## config.mk

```make
export PLATFORM = sky130hd
export DESIGN_NAME = rt_out_stage_flat
export DESIGN_NICKNAME = d
export VERILOG_FILES = /design/src/rtl/rt_out_stage_if.sv /design/src/rtl/rt_out_stage.sv /design/src/flat_wrapper.sv
export SDC_FILE = /design/constraint.sdc
export NUM_CORES = 1
export LEC_CHECK = 0
export BUFFER_PORTS_ARGS = -buffer_cell sky130_fd_sc_hd__buf_4
export CAP_MARGIN = 20
export CORE_AREA = 2 2 367 369
export DETAILED_ROUTE_END_ITERATION = 8
export DIE_AREA = 0 0 369 371
export MAX_ROUTING_LAYER = met4
export PLACE_DENSITY_LB_ADDON = 0.15
export SETUP_SLACK_MARGIN = 0.5
export SYNTH_ARGS = -nofsm -noshare
export SYNTH_HDL_FRONTEND = slang
export SYNTH_SLANG_ARGS = --single-unit
```

## constraint.sdc

```tcl
create_clock -name clk -period 5 [get_ports clk]
set_input_delay 0.25 -clock clk [delete_from_list [all_inputs] [get_ports clk]]
set_output_delay 0.25 -clock clk [all_outputs]
set_load 0.01 [all_outputs]
```

## src/rtl/rt_out_stage_if.sv

```systemverilog
// rt_out_stage_if: state+message input stream and ciphertext output stream
interface rt_out_stage_if;
    logic         s_valid;
    logic         s_ready;
    logic [511:0] state_in;
    logic [127:0] m_in;
    logic         m_last;
    logic [4:0]   m_bytes;
    logic         c_valid;
    logic         c_ready;
    logic [127:0] c_out;
    logic         c_last;
    modport slave (
        input  s_valid, state_in, m_in, m_last, m_bytes, c_ready,
        output s_ready, c_valid, c_out, c_last
    );
    modport master (
        output s_valid, state_in, m_in, m_last, m_bytes, c_ready,
        input  s_ready, c_valid, c_out, c_last
    );
endinterface

```

## src/rtl/rt_out_stage.sv

```systemverilog
// rt_out_stage: keystream-XOR of message blocks from RT4 state, with running tag over the ciphertext
module rt_out_stage #(
    parameter int CNT_W = 32
) (
    input  logic              clk,
    input  logic              rst,
    input  logic              start,
    rt_out_stage_if.slave     io,
    output logic              tag_valid,
    output logic [127:0]      tag_out,
    output logic [CNT_W-1:0]  blk_cnt,
    output logic              busy
);
    typedef enum logic [1:0] {IDLE, ACCEPT, EMIT, TAG} state_t;
    state_t       state;
    logic [127:0] s0, s1, s2, s3, ks, mask, c_nxt, tag_acc, t_save;
    logic [4:0]   n;
    logic [6:0]   sh;
    assign s0 = io.state_in[511:384];
    assign s1 = io.state_in[383:256];
    assign s2 = io.state_in[255:128];
    assign s3 = io.state_in[127:0];
    assign ks = s1 ^ s3 ^ (s0 & s2);
    // byte 0 is the MSB byte, so keeping n bytes means clearing the low 16-n bytes
    assign n = (io.m_last && io.m_bytes != 5'd0 && io.m_bytes <= 5'd16) ? io.m_bytes : 5'd16;
    assign sh = {4'(5'd16 - n), 3'b000};
    assign mask = {128{1'b1}} << sh;
    assign c_nxt = (io.m_in ^ ks) & mask;
    assign io.s_ready = state == ACCEPT;
    assign io.c_valid = state == EMIT;
    assign tag_valid = state == TAG;
    assign busy = state != IDLE;
    always_ff @(posedge clk or negedge rst) begin
        if (!rst) begin
            state     <= IDLE;
            io.c_out  <= '0;
            io.c_last <= 1'b0;
            tag_out   <= '0;
            tag_acc   <= '0;
            t_save    <= '0;
            blk_cnt   <= '0;
        end else begin
            case (state)
                IDLE: if (start) begin
                    tag_acc <= '0;
                    blk_cnt <= '0;
                    tag_out <= '0;
                    state   <= ACCEPT;
                end
                ACCEPT: if (io.s_valid) begin
                    io.c_out  <= c_nxt;
                    io.c_last <= io.m_last;
                    tag_acc   <= tag_acc ^ c_nxt;
                    t_save    <= s1 ^ s2;
                    blk_cnt   <= &blk_cnt ? blk_cnt : blk_cnt + CNT_W'(1);
                    state     <= EMIT;
                end
                // tag is loaded on the way into TAG so it is valid alongside tag_valid
                EMIT: if (io.c_ready) begin
                    if (io.c_last) tag_out <= tag_acc ^ t_save;
                    state <= io.c_last ? TAG : ACCEPT;
                end
                TAG: state <= IDLE;
                default: state <= IDLE;
            endcase
        end
    end
endmodule

```

## src/flat_wrapper.sv

```systemverilog
// flat-port wrapper written by rule: the top's interface ports become plain ports
module rt_out_stage_flat 
#(
    parameter int CNT_W = 32
)
  (clk, rst, start, tag_valid, tag_out, blk_cnt, busy, io_s_valid, io_state_in, io_m_in, io_m_last, io_m_bytes, io_c_ready, io_s_ready, io_c_valid, io_c_out, io_c_last);
  rt_out_stage_if io_i ();
  input  logic clk;
  input  logic rst;
  input  logic start;
  output logic tag_valid;
  output logic [127:0] tag_out;
  output logic [CNT_W-1:0] blk_cnt;
  output logic busy;
  input wire logic [$bits(io_i.s_valid)-1:0] io_s_valid;
  input wire logic [$bits(io_i.state_in)-1:0] io_state_in;
  input wire logic [$bits(io_i.m_in)-1:0] io_m_in;
  input wire logic [$bits(io_i.m_last)-1:0] io_m_last;
  input wire logic [$bits(io_i.m_bytes)-1:0] io_m_bytes;
  input wire logic [$bits(io_i.c_ready)-1:0] io_c_ready;
  output wire logic [$bits(io_i.s_ready)-1:0] io_s_ready;
  output wire logic [$bits(io_i.c_valid)-1:0] io_c_valid;
  output wire logic [$bits(io_i.c_out)-1:0] io_c_out;
  output wire logic [$bits(io_i.c_last)-1:0] io_c_last;
  assign io_i.s_valid = io_s_valid;
  assign io_i.state_in = io_state_in;
  assign io_i.m_in = io_m_in;
  assign io_i.m_last = io_m_last;
  assign io_i.m_bytes = io_m_bytes;
  assign io_i.c_ready = io_c_ready;
  assign io_s_ready = io_i.s_ready;
  assign io_c_valid = io_i.c_valid;
  assign io_c_out = io_i.c_out;
  assign io_c_last = io_i.c_last;
  rt_out_stage #(.CNT_W(CNT_W)) u_core (.clk(clk), .rst(rst), .start(start), .io(io_i), .tag_valid(tag_valid), .tag_out(tag_out), .blk_cnt(blk_cnt), .busy(busy));
endmodule
```

==> reports/results.ini, run 1 <==
[synthesis]
synth_area_um2=27700
ys_seq_elements=547
synth_top_family_by_area=XOR/XNOR gates
synthCells=2805
avgSynthCellArea_um2=9.89
async_reset_ff_share_pct=100
synth_compound_area_share_pct=9.56
synth_top_area_cell=dfrtp_1
yosys_warnings=0
synth_ff_type=dfrtp_1
synthAdderAreaFrac_pct=0.180
yosys.area_share.simple_pct=14.4
muxShareOfSynthArea_pct=3.04
synth-xor-area-share_pct=21.6
seq_area_frac_synth_pct=49.4
synthTopCellsByArea=dfrtp_1, xnor2_1, nand2_1, o31ai_1, o21ai_0
synth_edf_count=0
netlist.area_leader.share_pct=49.4
syn_nets=3460
synthDistinctLibCells=57

[worst_setup_path]
required_ns=5.50
cpPeakStageDelay_ns=0.83
regToRegStartpoint=u_core.state[1]
crit_path_top_delay_cell=xnor2_1
crit_fanout=11
arrival_ns=3.81
cp-end-kind=flop
cp-startpoint=io_m_last
critPathBufInv=3
crit_family=simple AND/OR/NAND/NOR gates
path_cells=dlygate4sd3_1, buf_4, nor2b_1, and2_1, inv_1, ha_1, xnor2_1, o21a_1, nand2_1, mux2i_1
critPathLaunchType=primary input
path_class=in2reg

[flow_run]
drv_cap=0

[timing]
slew-limit-headroom_pct=35.1
skew_ns=0.0216
period_share_pct=66.3
rsz0062_at_grt=false
hold_violations=0
slew_viol_final=0
post-route-min-period_ns=3.31
fmax_mhz=302
tightest_slew_ns=0.966
fin_tns_setup_ns=0
setup_viol_count_final=0

[floorplanning]
die_w_um=369
die_height_um=371
die_area_um2=137000
pin_count=944
core_um2=133000
placementRows=134
initial_core_util_pct=20.9

[worst_hold_path]
hp-class=in2reg
hp-start=io_state_in[79]

[global_route]
grt_max_degree=180
grt_use_total_pct=16.4
grt_overflow=0
grt_pass1_vias=25000
antenna_found_initial=9
grt_first_pass_wirelength_um=163000

[finish]
drive_gt1_share_pct=26.8
multiInputGateArea_um2=13600
final_common_cell=buf_4
final_cell_count_no_fill=5864
n_fill_cell=14000
regArea_um2=13700
fin_nets=4693
layout-area-overhead-vs-synth_pct=53.1
final_cell_mix=buf_4, nand2_1, dfrtp_1

[drt]
antenna_left=0
routed_wl_um=112000
wl_per_cell_um=19.1
vias_per_cell=4.08
via_count=23900
drc_errors=0
initialDrtViolationCount=1312
dr.pass1.iters=5

[placed_design]
port_buffers=943
dp_cells=5412
place.gp.congestion=0.840
hpwl_um=83700

[cts]
tritoncts=done
htree_levels=3
clock_path_buffers=3
ctsResizeCount=0
cts_root_buffer=clkbuf_16
clkTransAtPathRegs_ns=0.05
clkLatencyLatePin_ns=0.63
cts.sinks=547
cts_made_buffers=72

[power_and_ir_drop]
leakagePower_uw=0.0199
ir_drop_v=0.000208
power_density_nw_per_um2=502

[run_status]
outcome=finished clean

[flip-flops by register name, summed over array words and instances, names as in the netlist]
| register | flops |
|---|---|
| u_core.blk_cnt | 32 |
| u_core.state | 2 |
| u_core.io.c_last | 1 |
| u_core.io.c_out | 128 |
| u_core.tag_acc | 128 |
| u_core.tag_out | 128 |
| u_core.t_save | 128 |
[path summary, 6_finish.rpt]
check | end | slack [ns] | cells past startpoint
max in group asynchronous | u_core.tag_out[77] | 3.50 | 3
worst min register to register | u_core.io.c_out[29] | 0.47 | 2
min in group asynchronous | u_core.tag_out[18] | 0.17 | 2
worst max register to register | u_core.tag_acc[3] | 2.12 | 6
worst min-delay path | u_core.io.c_out[79] | 0.04 | 4
worst max-delay path | u_core.tag_acc[45] | 1.69 | 10
[what timing repair did]
action,4_1_cts,5_1_grt
hold buffers,319,0
buffers inserted,0,0
endpoints found under the hold margin,318,0
[worst register-to-register path: stages, from the launching register on]
cell	delay [ns]
dfrtp_1	0.64
nand3b_4	0.31
buf_4	0.57
a211oi_2	0.12
a41oi_4	0.76
o21ai_0	0.24
a21oi_1	0.16
[final cells by class]
type                            count  area share (%)
Antenna cell                        5          0.0295
Clock buffer                      104            4.91
Clock inverter                     23           0.760
Inverter                            6          0.0530
Multi-Input combinational cell   2126            31.9
Sequential cell                   547            32.2
Tap cell                         1768            5.21
Timing Repair Buffer             1285            24.9
[stage by stage]
stage	area [µm²]	worst slack, ns	power, µW	util, %	hold WS [ns]
6_report	42500	1.69	21300	32.0	0.0440
5_1_grt	42500	1.38	23000	32.0	0.00167
4_1_cts	42400	1.55	21900	32.0	0.00131
3_5_place_dp	36800	1.36	16100	27.7	0.259
3_3_place_gp	36800	1.46	16000	27.7	0.264
2_1_floorplan	27700	2.44	11800	-	-0.0456
[synthesized netlist by cell type, types with 5 or more instances]
master,instances
a211oi_2,5
a21oi_1,39
and2_1,6
and4_1,7
clkbuf_1,113
dfrtp_1,547
inv_1,6
mux2i_1,83
nand2_1,814
nand2b_1,7
nand3_1,24
nand4_1,11
nor2_1,39
nor3_1,9
nor4_1,5
o211ai_1,12
o21a_1,6
o21ai_0,187
o31ai_1,139
or3_1,30
or4_1,11
xnor2_1,543
xnor3_1,25
xor2_1,76
[logic make-up (layout without fill, tap and decap cells)]
family                     Yosys count  after routing
xor gates and xnor gates           644            644
AOI/OAI and AO/OA                  417            417
buffers and inverters              132           1418
muxes                               84             84
and+or+nand+nor                    977            977
DFF                                547            547
adders and majority gates            4              4
other                                0              5
[routing by layer]
layer  routed length, µm  GRT usage, %  part of all wire (%)  vias up
li1                    -             -                     -    11800
met1               46700          19.4                    42    11400
met2               55700          27.7                    50      607
met3                6990          4.20                   6.2      116
met4                2490          4.04                   2.2        0
met5                   0             -                     0        -
[power breakdown]
part	total, µW	leakage [µW]	switching (µW)	internal, µW
clock network	5330	0.00118	2110	3220
registers	7650	0.00710	1350	6300
logic	8360	0.0116	4620	3740
No activity file was read; power rests on OpenSTA's default activity.
==> inputs of run 2 (changes only) <==
CORE_AREA = 2 2 364 366   (was 2 2 367 369)
DIE_AREA = 0 0 366 368   (was 0 0 369 371)
clock period = 2.85 ns   (was 5 ns; I/O delays follow)
==> reports/results.ini, run 2 (synthesized netlist as in run 1, its figures left out) <==
[timing]
fmax_mhz=458
post-route-min-period_ns=2.18
skew_ns=0.0320  ; +0.0104 ns
rsz0062_at_grt=true
tightest_slew_ns=0.837  ; -0.130 ns
setup_viol_count_final=0  ; unchanged
period_share_pct=76.6
fin_tns_setup_ns=0  ; unchanged
hold_violations=0  ; unchanged
slew_viol_final=0  ; unchanged
slew-limit-headroom_pct=44.1  ; +9.0 points

[floorplanning]
initial_core_util_pct=21.2  ; +0.32 points
core_um2=131000  ; -1.5%
die_height_um=368  ; -0.81%
placementRows=133  ; -0.75%
pin_count=944  ; unchanged
die_area_um2=135000  ; -1.6%
die_w_um=366  ; -0.81%

[finish]
final_common_cell=buf_4
drive_gt1_share_pct=27.2  ; +0.39 points
final_cell_count_no_fill=5926  ; +1.1%
stdcell_area_um2=43200  ; +1.8%
layout-area-overhead-vs-synth_pct=55.9
fin_nets=4773  ; +1.7%
n_fill_cell=13700  ; -1.8%
final_cell_mix=buf_4, nand2_1, dfrtp_1

[drt]
antenna_left=0  ; unchanged
drc_errors=0  ; unchanged
vias_per_cell=4.08  ; about the same
via_count=24200  ; +1.1%
initialDrtViolationCount=1047  ; -20%
dr.pass1.iters=5  ; unchanged
wl_per_cell_um=19.3  ; +0.84%
routed_wl_um=114000  ; +1.9%

[power_and_ir_drop]
power_density_nw_per_um2=868  ; +73%
power.switching_uw=14300  ; +77%
p_int_uw=23200  ; +75%
seqPwrFrac_pct=35.7  ; about the same
pwr-share-clk_pct=23.8  ; -1.2 points
ir_drop_v=0.000465  ; +120%
comb_power_share_pct=40.5  ; +1.3 points
leakagePower_uw=0.0202  ; +1.8%
switching_share_pct=38.1  ; +0.23 points

[cts]
cts.sinks=547  ; unchanged
clkTransAtPathRegs_ns=0.06  ; about the same
clkLatencyLatePin_ns=0.64  ; about the same
cts_root_buffer=clkbuf_16
cts_made_buffers=70  ; -2.8%
tritoncts=done
clock_path_buffers=3  ; unchanged
htree_levels=3  ; unchanged

[worst_setup_path]
path_class=reg2reg
required_ns=3.39  ; -2.11 ns
path_cells=and3b_2, buf_4, a41oi_2, buf_4, or3_1, a21oi_1
crit_fanout=24  ; +13
critPathLaunchType=flop
critPathBufInv=2  ; -1
arrival_ns=2.72  ; -1.09 ns
crit_path_top_delay_cell=dfrtp_1
crit_top_cell=buf_4
cpPeakStageDelay_ns=0.46  ; -0.37 ns
cp-end-kind=flop
crit_family=simple AND/OR/NAND/NOR gates

[global_route]
grt_max_degree=132  ; -27%
grt_pass1_vias=25500  ; +1.8%
grt_first_pass_wirelength_um=168000  ; +3.5%
antenna_found_initial=5  ; -4
grt_overflow=0  ; unchanged
grt_use_total_pct=17.1  ; +0.70 points

[worst_hold_path]
hp-class=in2reg

[placed_design]
place.gp.congestion=0.886  ; +5.4%
dp_cells=5433  ; +0.39%
port_buffers=943  ; unchanged
place_area_um2=37200  ; +1.0%
hpwl_um=88100  ; +5.2%

[run_status]
outcome=finished clean

[flow_run]
drv_cap=0  ; unchanged

run 2: worst min-delay path: cells and delay by family:
family | cells | cell delay, ns
AND/OR/NAND/NOR | 2 | 0.17
buffers and inverters | 2 | 0.29
run 2: path summary, 6_finish.rpt:
path / startpoint / end / slack, ns / depth (start not counted)
worst min register to register: u_core.tag_out[36] / u_core.tag_out[36] / 0.47 / 2
worst max register to register: u_core.state[1] / u_core.tag_acc[14] / 0.67 / 6
min in group asynchronous: rst / u_core.tag_out[28] / 0.09 / 2
max in group asynchronous: rst / u_core.tag_out[58] / 1.72 / 3
worst min-delay path: io_m_last / u_core.io.c_last / 0.04 / 4
worst max-delay path: u_core.state[1] / u_core.tag_acc[14] / 0.67 / 6
run 2: stage by stage:
stage | setup slack, ns | power (µW) | utilization, % | hold slack, ns
2_1_floorplan | 0.537 | 20700 | - | -0.153
3_3_place_gp | 0.123 | 28500 | 28.5 | 0.190
3_5_place_dp | 0.106 | 28600 | 28.5 | 0.185
4_1_cts | 0.522 | 38500 | 33.0 | 0.000493
5_1_grt | 0.472 | 40300 | 33.1 | 0.0286
6_report | 0.667 | 37500 | 33.1 | 0.0359
run 2: cell type report:
type                       instances  area [µm²]  area share [%]
antenna                            2        5.00          0.0116
tap                             1755        2200            5.08
multi-input combinational       2126       13600            31.5
clock buffer                     100        2010            4.64
clock inverter                    23         288           0.666
timing repair buffer            1367       11400            26.4
sequential                       547       13700            31.7
inverter                           6        22.5          0.0521
run 2: what timing repair did:
action                                 in CTS  in global routing
setup buffers                               1                  0
pin swaps                                   1                  0
resized for setup                           3                  5
hold buffers                              367                  0
setup endpoints to repair                   4                 30
gates cloned                                0                  0
endpoints found under the hold margin     402                  0
run 2: power groups by stage:
stage	Combinational, µW	Sequential, µW	Clock, µW
3_3_place_gp	15000	13500	0
4_1_cts	15700	13500	9290
3_5_place_dp	15100	13600	0
5_1_grt	16800	13900	9620
2_1_floorplan	6940	13700	0
6_report	15200	13400	8940
run 2: metal layers:
metal  share of wire (%)  vias up  global-route usage, %
met2                  51      586                   29.4
met3                 5.3      116                   3.97
met4                 1.8        0                   3.45
met1                  42    11500                   20.4
li1                    -    12000                      -
met5                   0        -                      -
==> inputs of run 3 (changes only) <==
clock period = 1.9 ns   (was 2.85 ns; I/O delays follow)
==> reports/results.ini, run 3 (synthesized netlist as in run 1, its figures left out) <==
[run_status]
outcome=finished with violations
violations=negative setup slack

[timing]
skew_ns=0.0333  ; +0.00123 ns
hold_violations=0  ; unchanged
slew-limit-headroom_pct=52.2  ; +8.1 points
fin_tns_setup_ns=-3.71  ; -3.71 ns
fmax_mhz=494  ; +7.8%
slew_viol_final=0  ; unchanged
rsz0062_at_grt=true
setup_viol_count_final=88  ; +88
period_share_pct=107  ; +30 points
setup_ws_ns=-0.126  ; -0.792 ns
tightest_slew_ns=0.712  ; -0.124 ns
post-route-min-period_ns=2.03  ; -0.158 ns

[global_route]
grt_overflow=0  ; unchanged
grt_use_met2_pct=29.0  ; -0.38 points
grt_max_degree=98  ; -26%
use_met3_pct=3.71  ; -0.25 points
grt_first_pass_wirelength_um=168000  ; -0.22%
antenna_found_initial=5  ; unchanged
grt_use_met1_pct=19.5  ; -0.88 points
busiest_layer=met2
grt_use_total_pct=16.9  ; -0.22 points
grt_pass1_vias=26700  ; +4.8%

[cts]
cts.sinks=547  ; unchanged
cts_root_buffer=clkbuf_16
htree_levels=3  ; unchanged
tritoncts=done
cts_made_buffers=69  ; -1.4%
clock_path_buffers=3  ; unchanged
clkTransAtPathRegs_ns=0.06  ; about the same
clkLatencyLatePin_ns=0.63  ; about the same

[drt]
via_count=26200  ; +8.5%
initialDrtViolationCount=1322  ; +26%
routed_wl_um=128000  ; +12%
drc_errors=0  ; unchanged
antenna_left=0  ; unchanged
wl_per_cell_um=20.4  ; +6.1%
vias_per_cell=4.18  ; +2.4%
dr.pass1.iters=5  ; unchanged

[power_and_ir_drop]
ir_drop_v=0.000608  ; +31%
pwr-share-clk_pct=20.3  ; -3.5 points
power.switching_uw=25400  ; +78%
finalPower_uw=65100  ; +73%
leakagePower_uw=0.0234  ; +16%
power_density_nw_per_um2=1310  ; +51%
switching_share_pct=39.1  ; +0.99 points
p_int_uw=39600  ; +71%
comb_power_share_pct=48.5  ; +8.0 points
seqPwrFrac_pct=31.2  ; -4.5 points

[finish]
final_cell_mix=buf_4, nand2_1, xnor2_1
final_common_cell=buf_4
fin_nets=5125  ; +7.4%
drive_gt1_share_pct=37.7  ; +10 points
layout-area-overhead-vs-synth_pct=79.4

[floorplanning]
die_w_um=366  ; unchanged
die_area_um2=135000  ; unchanged
die_height_um=368  ; unchanged
core_um2=131000  ; unchanged
pin_count=944  ; unchanged
placementRows=133  ; unchanged
initial_core_util_pct=21.2  ; unchanged

[worst_setup_path]
required_ns=2.46  ; -0.93 ns
critPathBufInv=2  ; unchanged
arrival_ns=2.59  ; -0.13 ns
cpPeakStageDelay_ns=0.51  ; +0.05 ns
path_class=reg2reg
cp-end-kind=flop
crit_family=simple AND/OR/NAND/NOR gates
path_cells=mux2i_2, nor4_4, o311ai_2, buf_4, buf_6, or4_1, nand2_1
critPathLaunchType=flop
crit_path_top_delay_cell=or4_1
crit_fanout=6  ; -75%

[worst_hold_path]
hp-class=in2reg

[placed_design]
place.gp.congestion=0.870  ; -1.8%
port_buffers=943  ; unchanged
hpwl_um=85500  ; -2.9%

[flow_run]
drv_cap=0  ; unchanged

-- run 3: layout make-up --
type / count / area [µm²]
sequential: 547 / 13700
timing repair buffer: 1720 / 16100
inverter: 6 / 35.0
fill: 13200 / 81100
antenna: 4 / 10.0
multi-input combinational: 2126 / 15500
clock buffer: 103 / 2040
clock inverter: 18 / 214
tap: 1755 / 2200
-- run 3: power groups by stage --
stage	combinational [µW]	clock (µW)	sequential, µW
floorplan	10500	0	20600
global route	33900	14100	20900
finish	31600	13200	20300
global placement	23000	0	20100
CTS	25500	13700	20100
detailed placement	23100	0	20200
-- run 3: path summary, 6_finish.rpt --
check	start	end	slack, ns	depth (start not counted)
setup / recovery	u_core.state[0]	u_core.blk_cnt[31]	-0.13	7
hold / removal	io_state_in[63]	u_core.io.c_out[63]	0.04	4
hold reg to reg	u_core.io.c_out[51]	u_core.io.c_out[51]	0.47	2
max in group asynchronous	rst	u_core.tag_out[69]	1.16	3
min in group asynchronous	rst	u_core.t_save[104]	0.11	3
setup reg to reg	u_core.state[0]	u_core.blk_cnt[31]	-0.13	7
-- run 3: worst reg2reg max path: cells and delay by family (launching register included) --
family                 cells  cell delay (ns)
AO/OA/AOI/OAI              1             0.16
buffers and inverters      2             0.27
AND/OR/NAND/NOR            3             0.84
multiplexers               1             0.23
flip-flops                 1             0.47
-- run 3: per-stage QoR --
step	setup slack (ns)	cells	hold WS (ns)	utilization (%)	instance area, µm²
after floorplan	-0.163	2805	-0.201	-	27900
after global placement	-0.595	5551	-0.0234	29.3	38400
after detailed placement	-0.615	5551	-0.0196	29.3	38400
after CTS	-0.122	6168	0.000229	35.5	46400
after global routing	-0.212	6279	0.0270	38.0	49700
final	-0.126	6279	0.0428	38.0	49700
-- run 3: timing repair --
item	in CTS	in global routing
cloned	5	63
gates resized for setup	198	476
pin swaps	40	101
hold buffers	460	0
hold endpoints to repair	880	0
setup buffers	31	44
setup endpoints to repair	582	584
-- run 3: routing by layer --
layer  wire [µm]  vias to the layer above  share of wire, %
met5           0                        -                 0
met4        3370                        0               2.6
met3        6450                      143               5.0
met2       64200                      626                50
met1       54200                    12800                42
li1            -                    12700                 -
